===== src/rtl/hazard_ctrl.sv =====
// hazard_ctrl: load-use interlock, branch flush, memory freeze and stall-cycle
// counter for the five-stage pipeline. Controls are combinational from inputs
// and state; only the FSM, bubble counter and stall counter are registered.
module hazard_ctrl #(
  parameter int unsigned RA_W     = 5,
  parameter int unsigned LOAD_LAT = 1,
  parameter int unsigned CNT_W    = 16
) (
  input  logic             clk,
  input  logic             rstn,
  input  logic             id_ex_mr,
  input  logic             id_ex_rw,
  input  logic [RA_W-1:0]  id_ex_rd,
  input  logic [RA_W-1:0]  if_id_rs1,
  input  logic [RA_W-1:0]  if_id_rs2,
  input  logic             if_id_use1,
  input  logic             if_id_use2,
  input  logic             ex_br_taken,
  input  logic             dmem_req,
  input  logic             dmem_ready,
  input  logic             cnt_clr,
  output logic             pc_wr,
  output logic             if_id_wr,
  output logic             id_ex_wr,
  output logic             ex_mem_wr,
  output logic             if_id_flush,
  output logic             id_ex_flush,
  output logic             mem_wb_flush,
  output logic [CNT_W-1:0] stall_cnt
);

  localparam int unsigned BC_W = 3;

  typedef enum logic {ST_RUN = 1'b0, ST_LU_STALL = 1'b1} state_t;

  state_t            r_state;
  state_t            w_state_nxt;
  logic [BC_W-1:0]   r_bcnt;
  logic [BC_W-1:0]   w_bcnt_nxt;
  logic [CNT_W-1:0]  r_stall_cnt;
  logic              w_lu_hit;
  logic              w_mem_wait;
  logic              w_bubble;

  // Hazard detection: only a load writing a nonzero register read by ID stalls
  assign w_lu_hit = id_ex_mr & id_ex_rw & (id_ex_rd != '0) &
                    ((if_id_use1 & (id_ex_rd == if_id_rs1)) |
                     (if_id_use2 & (id_ex_rd == if_id_rs2)));
  assign w_mem_wait = dmem_req & ~dmem_ready;
  assign w_bubble   = ((r_state == ST_RUN) & w_lu_hit) | (r_state == ST_LU_STALL);

  // Stage controls by priority: reset, freeze, branch, load-use bubble, normal
  always_comb begin
    pc_wr        = 1'b1;
    if_id_wr     = 1'b1;
    id_ex_wr     = 1'b1;
    ex_mem_wr    = 1'b1;
    if_id_flush  = 1'b0;
    id_ex_flush  = 1'b0;
    mem_wb_flush = 1'b0;
    if (!rstn) begin
      pc_wr        = 1'b0;
      if_id_wr     = 1'b0;
      id_ex_wr     = 1'b0;
      ex_mem_wr    = 1'b0;
      if_id_flush  = 1'b1;
      id_ex_flush  = 1'b1;
      mem_wb_flush = 1'b1;
    end else if (w_mem_wait) begin
      pc_wr        = 1'b0;
      if_id_wr     = 1'b0;
      id_ex_wr     = 1'b0;
      ex_mem_wr    = 1'b0;
      mem_wb_flush = 1'b1;
    end else if (ex_br_taken) begin
      if_id_flush  = 1'b1;
      id_ex_flush  = 1'b1;
    end else if (w_bubble) begin
      pc_wr        = 1'b0;
      if_id_wr     = 1'b0;
      id_ex_flush  = 1'b1;
    end
  end

  // Next state: freeze holds everything, a branch aborts any pending bubbles
  always_comb begin
    w_state_nxt = r_state;
    w_bcnt_nxt  = r_bcnt;
    if (w_mem_wait) begin
      w_state_nxt = r_state;
      w_bcnt_nxt  = r_bcnt;
    end else if (ex_br_taken) begin
      w_state_nxt = ST_RUN;
      w_bcnt_nxt  = '0;
    end else if (r_state == ST_RUN) begin
      if (w_lu_hit && (LOAD_LAT > 1)) begin
        w_state_nxt = ST_LU_STALL;
        w_bcnt_nxt  = BC_W'(LOAD_LAT - 1);
      end
    end else begin
      if (r_bcnt <= BC_W'(1)) begin
        w_state_nxt = ST_RUN;
        w_bcnt_nxt  = '0;
      end else begin
        w_bcnt_nxt  = r_bcnt - BC_W'(1);
      end
    end
  end

  // State and bubble counter registers
  always_ff @(posedge clk or negedge rstn) begin
    if (!rstn) begin
      r_state <= ST_RUN;
      r_bcnt  <= '0;
    end else begin
      r_state <= w_state_nxt;
      r_bcnt  <= w_bcnt_nxt;
    end
  end

  // Saturating count of cycles with the PC held; clear wins over increment
  always_ff @(posedge clk or negedge rstn) begin
    if (!rstn) begin
      r_stall_cnt <= '0;
    end else if (cnt_clr) begin
      r_stall_cnt <= '0;
    end else if (!pc_wr && (r_stall_cnt != {CNT_W{1'b1}})) begin
      r_stall_cnt <= r_stall_cnt + CNT_W'(1);
    end
  end

  assign stall_cnt = r_stall_cnt;

endmodule


===== config.mk =====
export PLATFORM = sky130hd
export DESIGN_NAME = hazard_ctrl
export DESIGN_NICKNAME = d
export VERILOG_FILES = /design/src/rtl/hazard_ctrl.sv
export SDC_FILE = /design/constraint.sdc
export NUM_CORES = 1
export LEC_CHECK = 0
export BUFFER_PORTS_ARGS = -buffer_cell sky130_fd_sc_hd__buf_2
export CORE_MARGIN = 5
export CORE_UTILIZATION = 40
export CTS_BUF_LIST = sky130_fd_sc_hd__clkbuf_8 sky130_fd_sc_hd__clkbuf_16
export CTS_CLUSTER_DIAMETER = 150
export DETAILED_ROUTE_END_ITERATION = 8
export GPL_TIMING_DRIVEN = 0
export PLACE_DENSITY = 0.64
export SYNTH_ARGS = -nofsm -noshare
export SYNTH_HDL_FRONTEND = slang
export SYNTH_SLANG_ARGS = --single-unit

===== constraint.sdc =====
create_clock -name clk -period 6.1 [get_ports clk]
set_clock_uncertainty 0.15 [all_clocks]
set_input_delay 1.83 -clock clk [delete_from_list [all_inputs] [get_ports clk]]
set_output_delay 1.83 -clock clk [all_outputs]
set_load 0.02 [all_outputs]

==> Yosys cells after proc, flatten, opt, wreduce, memory -nomap -nowiden <==
Index checks and enable logic that the tools add are counted.
{ "word_totals": {"inputBits": 25, "regBits": 20, "out_inout_bits": 23, "word_cells": 50} }
{ "classes": {"reduce_logical": 6, "magnitude_cmp": 1, "eq_ne": 3, "n_bitwise": 12, "muxes": 23, "add_sub_neg": 2} }
{ "op_table": {"columns": ["op", "n"], "rows": [
  ["$mux 16", 2],
  ["$mux 1", 18],
  ["$add 16x1->16 const B", 1],
  ["$ne 16x16->1 const B", 1],
  ["$eq 5x5->1", 2],
  ["$mux 3", 3],
  ["$and 1x1->1", 7],
  ["$reduce_bool 5->1", 1],
  ["$reduce_bool 2->1", 2],
  ["$le 3x1->1 const B", 1],
  ["$not 1->1", 3],
  ["$sub 3x1->3 const B", 1],
  ["$or 1x1->1", 2],
  ["$reduce_and 2->1", 1],
  ["$logic_and 1x1->1", 1],
  ["$logic_not 1->1", 1]
]} }

==> Longest topological paths before layout <==
{ "depth": {"word_depth": 14, "depth_mapped": 8, "mapped_depth_nobuf": 7} }

==> Worst setup path before layout <==
No wires, ideal clock.
{ "synth_path": {"path_type": "input -> output", "from": "input id_ex_rd[1]", "to": "output pc_wr", "path_slack_ns": 0.926, "n_path_buf": 3, "required_ns": 4.120, "path_stages": 7, "t_arrival_ns": 3.194, "path_cell_list": "or4_1 > o211ai_2 > nor2_1 > a21oi_2 > buf_4 > buf_6 > buf_4"} }
{ "synth_between": {"elab_chain_len": 10} }
{ "synth_rtl": {"columns": ["item", "line_no", "text"], "rows": [
  ["from (decl)", "13", "input logic [RA_W-1:0] id_ex_rd,"],
  ["$eq 5x5->1, on equally long branches", "47, 48", null],
  ["$and 1x1->1, on equally long branches", "47, 48", null],
  ["$or 1x1->1", "47", "((if_id_use1 & (id_ex_rd == if_id_rs1)) |"],
  ["$and 1x1->1 *", "46", "assign w_lu_hit = id_ex_mr & id_ex_rw & (id_ex_rd != '0) &"],
  ["$and 1x1->1 *", "50", "assign w_bubble = ((r_state == ST_RUN) & w_lu_hit) | (r_state == ST_LU_STALL);"],
  ["$or 1x1->1 *", "50", null],
  ["$mux 1 * (4 in a row)", null, null],
  ["to (decl)", "22", "output logic pc_wr,"]
]} }
Every way passes the cells marked *; elsewhere a longest branch is shown, timed or not.

==> Final worst setup path <==
{ "layout_path": {"from": "input id_ex_rd[1]", "to": "output pc_wr"} }
{ "layout_between": {"elab_chain_len": 10} }
{ "layout_rtl": {"columns": ["item", "line_no", "text"], "rows": [
  ["$eq 5x5->1, on equally long branches", "47, 48", null],
  ["$and 1x1->1, on equally long branches", "47, 48", null],
  ["$or 1x1->1", "47", null],
  ["$and 1x1->1 *", "46", null],
  ["$and 1x1->1 *", "50", null],
  ["$or 1x1->1 *", "50", null],
  ["$mux 1 *", "78", "end else if (w_bubble) begin"],
  ["$mux 1 *", "75", "end else if (ex_br_taken) begin"],
  ["$mux 1 *", "69", "end else if (w_mem_wait) begin"],
  ["$mux 1 *", "61", "if (!rstn) begin"]
]} }
Marks and branches as above.

==> metrics.txt <==
run status finished clean; Leak 0.000769 uW; GRT Total Usage 15.8%; Core Area 0.00339 mm2; Post-synth top cells 20 x dfrtp_1, 16 x nand2_1, 12 x a21oi_1, 10 x xnor2_1; fmax 0.180 GHz; worst hold slack 0.341 ns; RSZ-0062 raised after global routing false; Max IR drop VDD 0.0000772 V; Synth top area share 35.3%; crit path launch type primary input; Critical Path AT 3.56 ns; Final setup violation count 0; Post-synth EDFFs 0; fillcell total 332; antenna violations before repair 0; postcts setup bufs 0; Worst EP required 4.12 ns; final hold vios 0; max_cap viols 0; crit path cell chain buf_2, or4_1, o211ai_2, nor2_1, a21oi_2, buf_4, buf_6, buf_4, buf_2; CTS tree done; CP endpoint kind output pin; largest area contributor in the netlist dfrtp_1; Reg clk slew, reported paths 0.07 ns; Mean Syn Cell Area 8.54 um2; Routability Congestion 0.846; DR vias 1487; post-CTS sizing 0; global-route wire length before repair 6420 um; Synth Cell Area 0.00142 mm2; Port Buffers 46; Slew HR 65.9%; Hold Crit Class flop to flop; clk buf depth 2; Num CTS Buffers 3; most instantiated library cell after synthesis dfrtp_1; # diodes 0; Seq/Total Area, Yosys 35.3%; GRT overflow 0; CTS hold repair buffers 0; synthesis-stage register bit count 20; Post-Syn Instances 166; vias in the first global route 1478; CP max-delay cell or4_1; setup ws final 0.558 ns; hpwl dp 2930 um; synth warn 0; pwr dens 156 mW/mm2; die area 0.00483 mm2; IO Count 48; Period minus WS final 5.54 ns; CTS Root Cell clkbuf_8; layout cells sized above 1 29.3%; Setup WS pre-CTS 0.539 ns; largest fanout on the critical path 11; htree depth 1; DRC marker count from the first detailed-route iteration 102; Yosys cell types 42; Main synth FF type dfrtp_1; routed len/inst 14.2 um; utilization after layout 51.5%; Routed Antenna Nets 0; DRC Markers 0; pin count of the biggest net entering global routing 24; Die H 69.5 um; classification of the worst setup path primary input to output pin; clk sinks 20; min-delay src r_bcnt[1]; Sum Neg Setup Slack 0 ns; DIE WIDTH 69.5 um; drt first pass iters 4; Initial Util 41.8%; routed vias/inst 5.70; Synth area leaders dfrtp_1 35%, xnor2_1 6.2%, a21oi_1 4.2%; Worst-Margin Slew 0.511 ns; count of final max-slew check failures 0; Crit path largest cell delay 0.55 ns; worst-skew pair later-pin latency 0.26 ns; RR Startpoint stall_cnt[0]; fin nets 245; ys async rst share 100%; routed wire length 3720 um; Mapped Nets 194; Cell Rows 21; Area Growth Syn to Fin 23.2%; Tcrit/Tclk final 90.9%; Crit. Startpoint id_ex_rd[1]
state kept, by name, summed over array words and instances (netlist names):
register / flops
r_bcnt: 3
stall_cnt: 16
r_state: 1
cell type report:
type | count | area (um2) | share of cell area (%)
Tap cell | 46 | 57.6 | 3.30
Multi-Input combinational cell | 127 | 823 | 47.1
Timing Repair Buffer | 46 | 230 | 13.2
Clock buffer | 3 | 41.3 | 2.36
Sequential cell | 20 | 500 | 28.7
Buffer | 10 | 60.1 | 3.44
Inverter | 9 | 33.8 | 1.93
final timing paths:
check                          endpoint  slack (ns)  cells past startpoint
setup reg to reg           stall_cnt[7]        3.48                      8
hold / removal                r_bcnt[1]        0.34                      2
max in group asynchronous       r_state        4.06                      1
setup / recovery                  pc_wr        0.56                      9
min in group asynchronous  stall_cnt[9]        1.38                      1
hold reg to reg               r_bcnt[1]        0.34                      2
per-stage QoR:
step	instances	power [uW]	cell area, um2
final	261	272	1750
after global routing	261	283	1750
after CTS	261	275	1750
after detailed placement	258	189	1710
after global placement	258	188	1710
after floorplan	166	167	1420
where the power goes:
group          internal (uW)  leakage, uW  switching (uW)  total [uW]
clock network           43.9    0.0000216            42.2        86.1
registers                134     0.000278            2.89         137
logic                   20.3     0.000470            28.7        49.1
critical path: cells and delay by family:
kind,cells,cell delay [ns]
buffers and inverters,5,0.74
and+or+nand+nor,2,0.63
AOI/OAI and AO/OA,2,0.35
routing by layer:
metal | up-vias | part of all wire, % | GRT usage [%] | wire length [um]
li1 | 713 | - | - | -
met1 | 711 | 42 | 19.4 | 1550
met2 | 59 | 50 | 27.5 | 1870
met3 | 4 | 6.6 | 2.32 | 246
met4 | 0 | 1.3 | 6.07 | 48
met5 | - | 0 | 0 | 0
kinds of logic after synthesis:
family                   synth area share (%)
flip-flops                               35.3
multiplexers                             1.59
XOR/XNOR                                 6.18
adder cells (fa/ha/maj)                  2.65
AO/OA/AOI/OAI                            19.3
AND/OR/NAND/NOR                          28.3
buffers and inverters                    6.62
cells in the final DEF, fill, tap and decap left out, drive strengths merged, types with 4 or more instances in the layout:
cell    instances
nand2          17
dfrtp          20
clkbuf          5
xnor2          10
nor4            4
inv             9
nand4           9
nand3           5
buf            54
a21oi          13
o21ai          10
o31ai           6
or4             7
nor2            9
nor3            5
(Power assumes the default switching activity.)
